<file path="config.mk">
export PLATFORM = sky130hd
export DESIGN_NAME = line_queue
export DESIGN_NICKNAME = d
export VERILOG_FILES = /design/src/rtl/line_queue.sv
export SDC_FILE = /design/constraint.sdc
export NUM_CORES = 1
export LEC_CHECK = 0
export ABC_AREA = 1
export ABC_CLOCK_PERIOD_IN_PS = 4400
export BUFFER_PORTS_ARGS = -buffer_cell sky130_fd_sc_hd__clkbuf_2
export CAP_MARGIN = 20
export CORE_UTILIZATION = 30
export DETAILED_ROUTE_END_ITERATION = 8
export GPL_TIMING_DRIVEN = 0
export PLACE_DENSITY = 0.52
export SLEW_MARGIN = 20
export SYNTH_ARGS = -nofsm -noshare
export SYNTH_HDL_FRONTEND = slang
export SYNTH_SLANG_ARGS = --single-unit
export TNS_END_PERCENT = 5
</file>
<file path="constraint.sdc">
create_clock -name i_clk -period 4.4 [get_ports i_clk]
set_input_delay 0.88 -clock i_clk [delete_from_list [all_inputs] [get_ports i_clk]]
set_output_delay 0.88 -clock i_clk [all_outputs]
set_load 0.1 [all_outputs]
</file>
<file path="src/rtl/line_queue.sv">
// line_queue: first-word-fall-through segment FIFO plus frame sequencer feeding the line-draw engine.
// Define LINE_QUEUE_CLIP_EN to clamp pushed endpoints to the screen area.
module line_queue #(
  parameter int P_X_COORD_W  = 11,
  parameter int P_Y_COORD_W  = 11,
  parameter int P_LOG2_DEPTH = 4,
  parameter int P_SCREEN_W   = 640,
  parameter int P_SCREEN_H   = 480
) (
  input  logic                     i_clk,
  input  logic                     i_reset_n,
  input  logic                     i_wr,
  input  logic [P_X_COORD_W-1:0]   i_x0,
  input  logic [P_Y_COORD_W-1:0]   i_y0,
  input  logic [P_X_COORD_W-1:0]   i_x1,
  input  logic [P_Y_COORD_W-1:0]   i_y1,
  input  logic                     i_frame_end,
  output logic                     o_full,
  output logic                     o_empty,
  output logic [P_LOG2_DEPTH:0]    o_count,
  output logic [P_X_COORD_W-1:0]   o_x0,
  output logic [P_Y_COORD_W-1:0]   o_y0,
  output logic [P_X_COORD_W-1:0]   o_x1,
  output logic [P_Y_COORD_W-1:0]   o_y1,
  input  logic                     i_pop,
  input  logic                     i_draw_waiting,
  output logic                     o_clear_buffer,
  output logic                     o_overflow
);

  localparam int DEPTH = 1 << P_LOG2_DEPTH;
  localparam int SEG_W = 2 * P_X_COORD_W + 2 * P_Y_COORD_W;
  localparam logic [P_LOG2_DEPTH:0] COUNT_FULL = (P_LOG2_DEPTH + 1)'(DEPTH);
  localparam logic [P_LOG2_DEPTH:0] COUNT_ONE  = (P_LOG2_DEPTH + 1)'(1);

  typedef enum logic [1:0] {
    S_FILL,
    S_ARM,
    S_RUN_ACK,
    S_RUN_DRAIN
  } state_t;

  logic [SEG_W-1:0]        mem [DEPTH];
  logic [P_LOG2_DEPTH-1:0] wr_ptr;
  logic [P_LOG2_DEPTH-1:0] rd_ptr;
  logic [P_LOG2_DEPTH-1:0] rd_ptr_inc;
  logic [P_LOG2_DEPTH:0]   count;
  logic [P_LOG2_DEPTH:0]   count_next;
  logic                    full_q;
  logic                    empty_q;
  logic                    overflow_q;
  logic [SEG_W-1:0]        head_q;
  logic [SEG_W-1:0]        wdata;
  logic [P_X_COORD_W-1:0]  x0_st;
  logic [P_X_COORD_W-1:0]  x1_st;
  logic [P_Y_COORD_W-1:0]  y0_st;
  logic [P_Y_COORD_W-1:0]  y1_st;
  logic                    push_ok;
  logic                    pop_ok;
  state_t                  state;
  logic                    pending;
  logic                    clear_q;

`ifdef LINE_QUEUE_CLIP_EN
  localparam logic [P_X_COORD_W-1:0] X_MAX = P_X_COORD_W'(P_SCREEN_W - 1);
  localparam logic [P_Y_COORD_W-1:0] Y_MAX = P_Y_COORD_W'(P_SCREEN_H - 1);

  assign x0_st = (i_x0 > X_MAX) ? X_MAX : i_x0;
  assign x1_st = (i_x1 > X_MAX) ? X_MAX : i_x1;
  assign y0_st = (i_y0 > Y_MAX) ? Y_MAX : i_y0;
  assign y1_st = (i_y1 > Y_MAX) ? Y_MAX : i_y1;
`else
  assign x0_st = i_x0;
  assign x1_st = i_x1;
  assign y0_st = i_y0;
  assign y1_st = i_y1;
`endif

  assign wdata      = {x0_st, y0_st, x1_st, y1_st};
  assign pop_ok     = i_pop & ~empty_q;
  // A pop in the same cycle frees the slot, so a full FIFO can still accept the push.
  assign push_ok    = i_wr & (~full_q | pop_ok);
  assign rd_ptr_inc = rd_ptr + 1'b1;

  always_comb begin
    count_next = count;
    case ({push_ok, pop_ok})
      2'b10:   count_next = count + 1'b1;
      2'b01:   count_next = count - 1'b1;
      default: count_next = count;
    endcase
  end

  always_ff @(posedge i_clk) begin
    if (push_ok) begin
      mem[wr_ptr] <= wdata;
    end
  end

  // The head register is loaded one step ahead so the next entry is ready right after a pop.
  always_ff @(posedge i_clk) begin
    if (!i_reset_n) begin
      wr_ptr     <= '0;
      rd_ptr     <= '0;
      count      <= '0;
      full_q     <= 1'b0;
      empty_q    <= 1'b1;
      overflow_q <= 1'b0;
      head_q     <= '0;
    end else begin
      count   <= count_next;
      full_q  <= (count_next == COUNT_FULL);
      empty_q <= (count_next == '0);
      if (push_ok) begin
        wr_ptr <= wr_ptr + 1'b1;
      end
      if (pop_ok) begin
        rd_ptr <= rd_ptr_inc;
      end
      if (i_wr && full_q && !pop_ok) begin
        overflow_q <= 1'b1;
      end
      if (pop_ok) begin
        if (count == COUNT_ONE) begin
          if (push_ok) begin
            head_q <= wdata;
          end
        end else begin
          head_q <= mem[rd_ptr_inc];
        end
      end else if (empty_q && push_ok) begin
        head_q <= wdata;
      end
    end
  end

  // Frame sequencer: a finished frame arms a clear request, then waits for the engine to drain.
  always_ff @(posedge i_clk) begin
    if (!i_reset_n) begin
      state   <= S_FILL;
      pending <= 1'b0;
      clear_q <= 1'b0;
    end else begin
      clear_q <= 1'b0;
      if (i_frame_end) begin
        pending <= 1'b1;
      end else if (state == S_ARM && i_draw_waiting) begin
        pending <= 1'b0;
      end
      case (state)
        S_FILL: begin
          if (pending || i_frame_end) begin
            state <= S_ARM;
          end
        end
        S_ARM: begin
          if (i_draw_waiting) begin
            clear_q <= 1'b1;
            state   <= S_RUN_ACK;
          end
        end
        S_RUN_ACK: begin
          if (!i_draw_waiting) begin
            state <= S_RUN_DRAIN;
          end
        end
        S_RUN_DRAIN: begin
          if (i_draw_waiting && empty_q) begin
            state <= S_FILL;
          end
        end
        default: state <= S_FILL;
      endcase
    end
  end

  assign o_full         = full_q;
  assign o_empty        = empty_q;
  assign o_count        = count;
  assign o_overflow     = overflow_q;
  assign o_clear_buffer = clear_q;
  assign o_x0 = head_q[SEG_W-1 -: P_X_COORD_W];
  assign o_y0 = head_q[P_X_COORD_W+2*P_Y_COORD_W-1 -: P_Y_COORD_W];
  assign o_x1 = head_q[P_X_COORD_W+P_Y_COORD_W-1 -: P_X_COORD_W];
  assign o_y1 = head_q[P_Y_COORD_W-1:0];

endmodule

</file>
## Word level (Yosys, flattened, before mapping)

Memories as Yosys holds them, arrays and structs flattened.
Cells that the tools add are included.

- Register bits: 64
- Memories kept: 1
- Word-level logic and storage cells: 61
- Bits in writable memories: 704
- Output and inout port bits: 53
- Input bits: 50

- Bitwise operators: 5
- Reduce and logical (&&, ||, !) cells: 14
- Muxes and demuxes: 15
- Eq/ne operators: 12
- Add/sub/neg operators: 4

Memories:

| name | words | bits a word | read ports | clocked after memory_dff | write ports | line | text |
|---|---|---|---|---|---|---|---|
| mem | 16 | 44 | 1 | 0 | 1 | 43 | `logic [SEG_W-1:0] mem [DEPTH];` |

Operator list:

| operator | number |
|---|---|
| $mux W44 | 4 |
| $pmux W5 S2 | 1 |
| $add A4 B1 Y4 const B | 2 |
| $mux W2 | 4 |
| $ne A2 B2 Y1 const B | 4 |
| $pmux W2 S4 | 1 |
| $eq A2 B2 Y1 const B | 3 |
| $add A5 B1 Y5 const B | 1 |
| $eq A5 B1 Y1 const B | 1 |
| $eq A5 B5 Y1 const B | 1 |
| $logic_and A1 B1 Y1 | 5 |
| $logic_not A5 Y1 | 1 |
| $mux W1 | 5 |
| $sub A5 B1 Y5 const B | 1 |
| $eq A2 B1 Y1 const B | 2 |
| $reduce_and A2 Y1 | 2 |
| $reduce_and A4 Y1 | 1 |
| $reduce_bool A2 Y1 | 2 |
| $ne A3 B3 Y1 const B | 1 |
| $and A1 B1 Y1 | 2 |
| $logic_not A2 Y1 | 1 |
| $not A1 Y1 | 2 |
| $logic_not A1 Y1 | 1 |
| $logic_or A1 B1 Y1 | 1 |
| $or A1 B1 Y1 | 1 |

## Depth between registers and ports, before layout

Gate-level depths: netlist of the first run.

- Depth after elaboration: 7
- Gate-level depth with buffers: 15
- Mapped depth without buffers: 15

## Worst setup path before layout of the first run

No wires, ideal clock.

- Path kind: input-to-reg
- Start: input port i_pop
- End: memory mem[11][0] in the netlist's numbering (enable)
- Data required time: 3954 ps
- Path slack: 646 ps
- Buffers on the path: 0
- Setup time: 446 ps
- Data arrival time: 3309 ps
- Stages on the path: 6
- Cell sequence: nand2_4 nand2_1 nand2_1 inv_1 nand2_1 nor2_1

- Longest elaborated chain between the ends: 5

Ends and longest elaborated chain:

| item | line | text |
|---|---|---|
| start: declaration | 25 | `input logic i_pop,` |
| $and A1 B1 Y1 | 80 | `assign pop_ok = i_pop & ~empty_q;` |
| $or A1 B1 Y1 | 82 | `assign push_ok = i_wr & (~full_q \| pop_ok);` |
| $and A1 B1 Y1 | 82 |  |
| via push_ok | 58 | `logic push_ok;` |
| $mux W1 | 95 | `if (push_ok) begin` |
| $mux W1 (not written as such) | 96 | `mem[wr_ptr] <= wdata;` |
| end: declaration | 43 |  |

The timed path passes the listed nets, and every way through them passes these cells.

## Worst setup path after layout of the first run

- Start: register empty_q (netlist: o_empty)
- End: register head_q[0]

- Longest elaborated chain between the ends: 7
- Elaborated cells on any way between the ends: 9
- Classes of those cells: 1 x eq/ne; 1 x mux; 4 x bitwise; 3 x reduce/logical

Ends and longest elaborated chain:

| item | line | text |
|---|---|---|
| start: declaration | 50 | `logic empty_q;` |
| start signal: assignment | 113 | `empty_q <= (count_next == '0);` |
| $not A1 Y1 | 80 |  |
| $and A1 B1 Y1 | 80 |  |
| $or A1 B1 Y1 | 82 |  |
| $and A1 B1 Y1 | 82 |  |
| $logic_and A1 B1 Y1 | 131 | `end else if (empty_q && push_ok) begin` |
| $reduce_bool A2 Y1 (no source line) | - |  |
| $reduce_and A2 Y1 (no source line) | - |  |
| end signal: assignment | 126 | `head_q <= wdata;` |
| end signal: assignment | 129 | `head_q <= mem[rd_ptr_inc];` |
| end signal: assignment | 132 | `head_q <= wdata;` |
| end: declaration | 52 | `logic [SEG_W-1:0] head_q;` |

Parallel ways exist; a longest one is shown, timed or not.
A chain may end at the register's enable or synchronous reset.

==> run metrics, run 1 <==
Netlist cell types 29; #FFs+latches synth 768; total core area 112700 um2; sequential share of the synthesized area 65.76%; initial core utilization 30.27%; initial antenna violation count 1; clock sinks 768; VDD IR max 295.8 uV; CTS Root Cell clkbuf_16; global-route usage over all layers 16.79%; Skew-Pair Late Insertion Delay 0.65 ns; Worst Skew 0.02519 ns; area leader, netlist edfxtp_1; switch share 33.59%; gpl congestion 0.7850; Final min period 3.153 ns; post-synthesis mux area share 0.05871%; Final Setup Violations 0; number of synthesized flops with an enable pin 704; most frequent cells after synthesis nand2_1 (1214), edfxtp_1 (704), inv_1 (683); Clock transition at path regs 0.06 ns; Clock power frac 34.8%; sequential share of power 41.2%; number of buffers added on ports 101; Die ar. 115000 um2; WP data arrival 3.71 ns; Pwr Total 20.29 mW; Hold Crit Class in -> reg; antenna-violating nets left 0; P_int 13.47 mW; H-tree depth 3; DRC 0; simple-gate share of the synthesized area 22.35%; via count 23676; Die W 339.1 um; WS Path Type reg -> reg; Cell Pwr Density 507.0 nW/um2; Post-Syn Area 34100 um2; Main synth FF type edfxtp_1; area grow syn2layout 17.38%; crit path capture type flip-flop; Synth Warn # 0; most common cell in the synthesized netlist nand2_1; maxcap violations 0; XOR/XNOR Fraction of Synth Area 0.04770%; CTS max path bufs 3; drt first pass iters 5; DR iter-0 viols 2098; CTS resizes 0; Core Util, Final 35.53%; Post-CTS Setup Repair Bufs 0; syn_nets 3627; Critical Path Sink head_q[0]; CTS buffer count 86; static leakage 17.52 nW; reg2reg setup slack 1.25 ns; post-DP HPWL 67210 um; worst setup path start o_empty; nets 3848; r2r endpoint head_q[0]; Crit path required time 4.96 ns; drt wl/cell 18.07 um; f_max 317.2 MHz; adder-cell share of the synthesized area 0.5504%; Post-Syn Area per Cell 9.572 um2; Post-synth ARST share 0%; endpoints failing hold 0; TritonCTS clock tree done; combinational share of power 24.0%; setup_tns 0 ns; number of global-route vias before repair 22440; pin count of the biggest net entering global routing 23; Synth top area share 62.00%; drt total wl 96780 um; Critical R2R Launch o_empty; Post-CTS Hold Buffers 0; startpoint class of the critical path flip-flop; sw power 6.815 mW; RSZ-0062 raised after global routing no; share of layout cells above drive strength 1 11.05%; period utilisation layout 71.65%; # IOs 103; run status finished, final reports clean; R2R cell count 11; register area 22420 um2; Via density 4.420; largest cells by area after synthesis edfxtp_1 (62%), nand2_1 (13%), inv_1 (7.5%); max-slew violation count 0; first-pass GRT wire length 144900 um; area taken by multi-input logic gates 8382 um2; Vert. Die Dim 339.1 um; Synth Area in Compound Gates 1.222%; GR Overflow Total 0; Synth Instances 3562; crit-path max FO 10; Tightest Pin Transition 1.200 ns; slew margin rel. 20.02%; Site Rows 123; main combinational cell family by area after synthesis simple AND/OR/NAND/NOR gates; FILL cells 11362
[sequential cells by signal (all words and copies together), names as in the netlist, 2 cells and up]
name,cells
rd_ptr,4
state,2
wr_ptr,4
head_q,44
o_count,5
mem,704
[placed cells by master (no fill, tap or decap), types with 2 or more instances in the layout]
| master | count |
|---|---|
| a21oi_1 | 58 |
| buf_1 | 14 |
| buf_12 | 28 |
| buf_16 | 4 |
| buf_2 | 63 |
| buf_4 | 31 |
| bufinv_16 | 6 |
| clkbuf_1 | 85 |
| clkbuf_16 | 86 |
| clkbuf_2 | 102 |
| clkbuf_8 | 6 |
| clkinv_1 | 11 |
| clkinv_2 | 17 |
| clkinvlp_4 | 2 |
| dfxtp_1 | 64 |
| diode_2 | 2 |
| edfxtp_1 | 704 |
| ha_1 | 15 |
| inv_1 | 683 |
| inv_16 | 2 |
| inv_2 | 4 |
| inv_6 | 4 |
| mux2i_1 | 2 |
| nand2_1 | 1214 |
| nand3_1 | 452 |
| nand4_1 | 2 |
| nor2_1 | 104 |
| nor2_4 | 17 |
| o21ai_0 | 17 |
| or2_2 | 46 |
[worst max-delay path: stages (launching register included)]
cell and delay [ns]:
dfxtp_1 0.36, inv_2 0.08, nand2_4 0.15, nand2_1 0.07, nand2_1 0.23, ha_1 0.20, inv_1 0.07, o21ai_2 0.92
buf_4 0.42, buf_4 0.31, nor2_1 0.07, a21oi_1 0.14
[logic make-up (layout without fill, tap and decap cells)]
| logic type | count (synthesis) | after routing |
|---|---|---|
| flip-flops | 768 | 768 |
| adder cells (fa/ha/maj) | 15 | 15 |
| multiplexers | 2 | 2 |
| buffers and inverters | 857 | 1150 |
| XOR/XNOR | 1 | 1 |
| other | 0 | 2 |
| AND/OR/NAND/NOR | 1840 | 1840 |
| AO/OA/AOI/OAI | 79 | 79 |
[routing by layer]
| metal | vias to the layer above | GRT usage [%] | routed length [um] |
|---|---|---|---|
| met5 | - | 0 | 0 |
| met4 | 0 | 4.798 | 2234 |
| met3 | 130 | 2.226 | 5636 |
| met2 | 631 | 27.42 | 44970 |
| met1 | 11259 | 23.27 | 43940 |
| li1 | 11656 | - | - |
[layout make-up]
class	instances	share of cell area (%)
clock buffers	117	5.818
clock inverters	43	1.041
inverters	688	6.456
diodes	2	0.01251
plain buffers	169	2.076
well taps	1500	4.690
flip-flops and latches	768	56.02
repair buffers	133	2.939
multi-input cells	1937	20.94
[stage by stage]
step / hold slack, ns / setup WS (ns) / std cells / area, um2
2_1_floorplan: 0.4559 / 0.6458 / 3562 / 34100
3_3_place_gp: 0.4608 / -1.901 / 5163 / 36480
3_5_place_dp: 0.4627 / 0.8025 / 5195 / 37270
4_1_cts: 0.4345 / 1.349 / 5355 / 40020
5_1_grt: 0.4836 / 1.149 / 5355 / 40020
6_report: 0.4669 / 1.247 / 5357 / 40020
[worst min path at each step]
stage | startpoint | to | cells past startpoint
final | i_frame_end | pending | 3
after global routing | i_frame_end | pending | 3
after CTS | i_frame_end | pending | 3
after detailed placement | o_overflow | o_overflow | 2
after global placement | o_overflow | o_overflow | 2
after floorplan | pending | pending | 2
[power groups by stage]
stage	clock, mW	combinational [mW]	sequential [mW]
3_5_place_dp	0	4.90	8.50
6_report	7.07	4.87	8.35
3_3_place_gp	0	4.84	8.52
2_1_floorplan	0	2.41	9.31
5_1_grt	7.46	5.35	8.38
4_1_cts	7.21	4.92	8.35
Note: power is estimated with default switching activity, not from simulation.
==> run 2: changes to the inputs <==
--- a/config.mk
+++ b/config.mk
@@ -6,7 +6,7 @@
 export NUM_CORES = 1
 export LEC_CHECK = 0
 export ABC_AREA = 1
-export ABC_CLOCK_PERIOD_IN_PS = 4400
+export ABC_CLOCK_PERIOD_IN_PS = 2950
 export BUFFER_PORTS_ARGS = -buffer_cell sky130_fd_sc_hd__clkbuf_2
 export CAP_MARGIN = 20
 export CORE_UTILIZATION = 30
==> constraint.sdc (replaced) <==
create_clock -name i_clk -period 2.95 [get_ports i_clk]
set_input_delay 0.59 -clock i_clk [delete_from_list [all_inputs] [get_ports i_clk]]
set_output_delay 0.59 -clock i_clk [all_outputs]
set_load 0.1 [all_outputs]
==> run metrics, run 2 (synthesized netlist as in run 1, its figures left out) <==
RSZ-0062 raised after global routing no; max-slew violation count 0 (unchanged); WS Path Type reg -> reg; DR iter-0 viols 1979 (-5.7%); most frequent cells in the layout nand2_1 (1214), edfxtp_1 (704), inv_1 (683); initial core utilization 30.27% (unchanged); maxcap violations 0 (unchanged); antenna-violating nets left 0 (unchanged); number of global-route vias before repair 22383 (-0.25%); pin count of the biggest net entering global routing 23 (unchanged); Post-Place Worst Slack -0.008195 ns (-0.8107 ns); drt first pass iters 5 (unchanged); sw power 10.27 mW (+51%); Final Setup Violations 0 (unchanged); largest register by flop count mem; VDD IR max 445.5 uV (+51%); CP max stage cell a31oi_4; most common cell after layout, fill and taps aside nand2_1; Hold Crit Class in -> reg; Inst Count DP 5196 (+0.019%); via count 23429 (-1.0%); Post-CTS Hold Buffers 0 (unchanged); reg2reg setup slack 0.14 ns (-1.11 ns); DRC 0 (unchanged); post-DP HPWL 67390 um (+0.27%); clock sinks 768 (unchanged); first-pass GRT wire length 143800 um (-0.77%); Site Rows 123 (unchanged); crit path capture type flip-flop; CP cell instances inv_1 > ha_1 > a31oi_4 > buf_2 > buf_2 > nand3_1 > a21oi_1; H-tree depth 3 (unchanged); Hold Path Stages 3 (unchanged); GR Overflow Total 0 (unchanged); Tightest Pin Transition 0.8738 ns (-0.3259 ns); Final WS setup 0.1373 ns (-1.110 ns); FILL cells 11364 (+0.018%); area grow syn2layout 18.11%; Clock power frac 36.2% (+1.4 points); run status finished, final reports clean; fin cells 5360 (+0.056%); CTS Root Cell clkbuf_16; Die W 339.1 um (unchanged); Clock transition at path regs 0.06 ns (about the same); Final min period 2.813 ns (-0.3399 ns); sequential share of power 40.3% (-0.9 points); global-route usage over all layers 16.74% (-0.058 points); Largest register FFs 704 (unchanged); f_max 355.5 MHz (+12%); initial antenna violation count 3 (+2); share of layout cells above drive strength 1 11.09% (+0.040 points); Crit path required time 3.53 ns (-1.43 ns); gpl congestion 0.7992 (+1.8%); CTS max path bufs 3 (unchanged); static leakage 17.63 nW (+0.60%); R2R cell count 7 (-4); switch share 33.25% (-0.34 points); nets 3851 (+0.078%); Final Cell Area 40270 um2 (+0.63%); Worst Skew 0.03996 ns (+0.01477 ns); WP data arrival 3.39 ns (-0.32 ns); endpoints failing hold 0 (unchanged); Post-CTS Setup Repair Bufs 0 (unchanged); crit-path max FO 10 (unchanged); CP most frequent cell buf_2; CTS buffer count 88 (+2.3%); Cell Pwr Density 767.2 nW/um2 (+51%); drt wl/cell 18.05 um (about the same); Die ar. 115000 um2 (unchanged); startpoint class of the critical path flip-flop; Via density 4.371 (-1.1%); number of buffers added on ports 101 (unchanged); TritonCTS clock tree done; combinational share of power 23.6% (-0.4 points); period utilisation layout 95.35% (+24 points); CTS resizes 0 (unchanged); slew margin rel. 41.46% (+21 points); Skew-Pair Late Insertion Delay 0.67 ns (+0.02 ns); Worst path max stage delay 0.72 ns (-0.20 ns); dpl cell area 37320 um2 (+0.14%); drt total wl 96740 um (about the same); Pwr Total 30.90 mW (+52%); # IOs 103 (unchanged); P_int 20.62 mW (+53%); Vert. Die Dim 339.1 um (unchanged); total core area 112700 um2 (unchanged)
[run 2: power by group through the flow]
stage	combinational (mW)	sequential, mW	clock, mW
detailed placement	7.33	12.7	0
global route	7.99	12.5	11.8
floorplan	3.59	13.9	0
CTS	7.36	12.4	11.4
global placement	7.22	12.7	0
finish	7.28	12.4	11.2
[run 2: metal layers]
layer / wire length [um] / global-route usage [%] / vias to the layer above
met4: 2735 / 5.072 / 0
met1: 43340 / 22.59 / 10985
met3: 6020 / 3.348 / 148
met2: 44640 / 27.03 / 639
li1: - / - / 11657
met5: 0 / 0 / -
[run 2: final timing paths]
kind | startpoint | end
worst max-delay path | o_count[1] | head_q[36]
worst min-delay path | i_frame_end | pending
worst max register to register | o_count[1] | head_q[36]
worst min register to register | o_overflow | o_overflow
[run 2: layout make-up]
| cell class | instances | area [um2] | share of cell area (%) |
|---|---|---|---|
| inverter | 688 | 2584 | 6.416 |
| multi-input combinational | 1937 | 8382 | 20.81 |
| tap | 1500 | 1877 | 4.660 |
| antenna | 1 | 2.502 | 0.006214 |
| timing repair buffer | 134 | 1229 | 3.051 |
| sequential | 768 | 22420 | 55.68 |
| clock buffer | 120 | 2352 | 5.841 |
| clock inverter | 43 | 589.3 | 1.463 |
| buffer | 169 | 834.6 | 2.072 |
[run 2: critical path, delay by kind of cell, from the launching register on]
kind / cells / cell delay, ns
AO/OA/AOI/OAI: 2 / 0.88
adder cells (fa/ha/maj): 1 / 0.24
buffers and inverters: 3 / 0.99
flip-flops: 1 / 0.43
AND/OR/NAND/NOR: 1 / 0.19
[run 2: per-stage QoR]
step | util [%] | setup TNS [ns] | hold slack [ns]
floorplan | - | -64.30 | 0.4559
global placement | 32.42 | -948.26 | 0.4531
detailed placement | 33.13 | -0.03363 | 0.4669
CTS | 35.74 | 0 | 0.1520
global route | 35.75 | 0 | 0.1740
finish | 35.75 | 0 | 0.1905
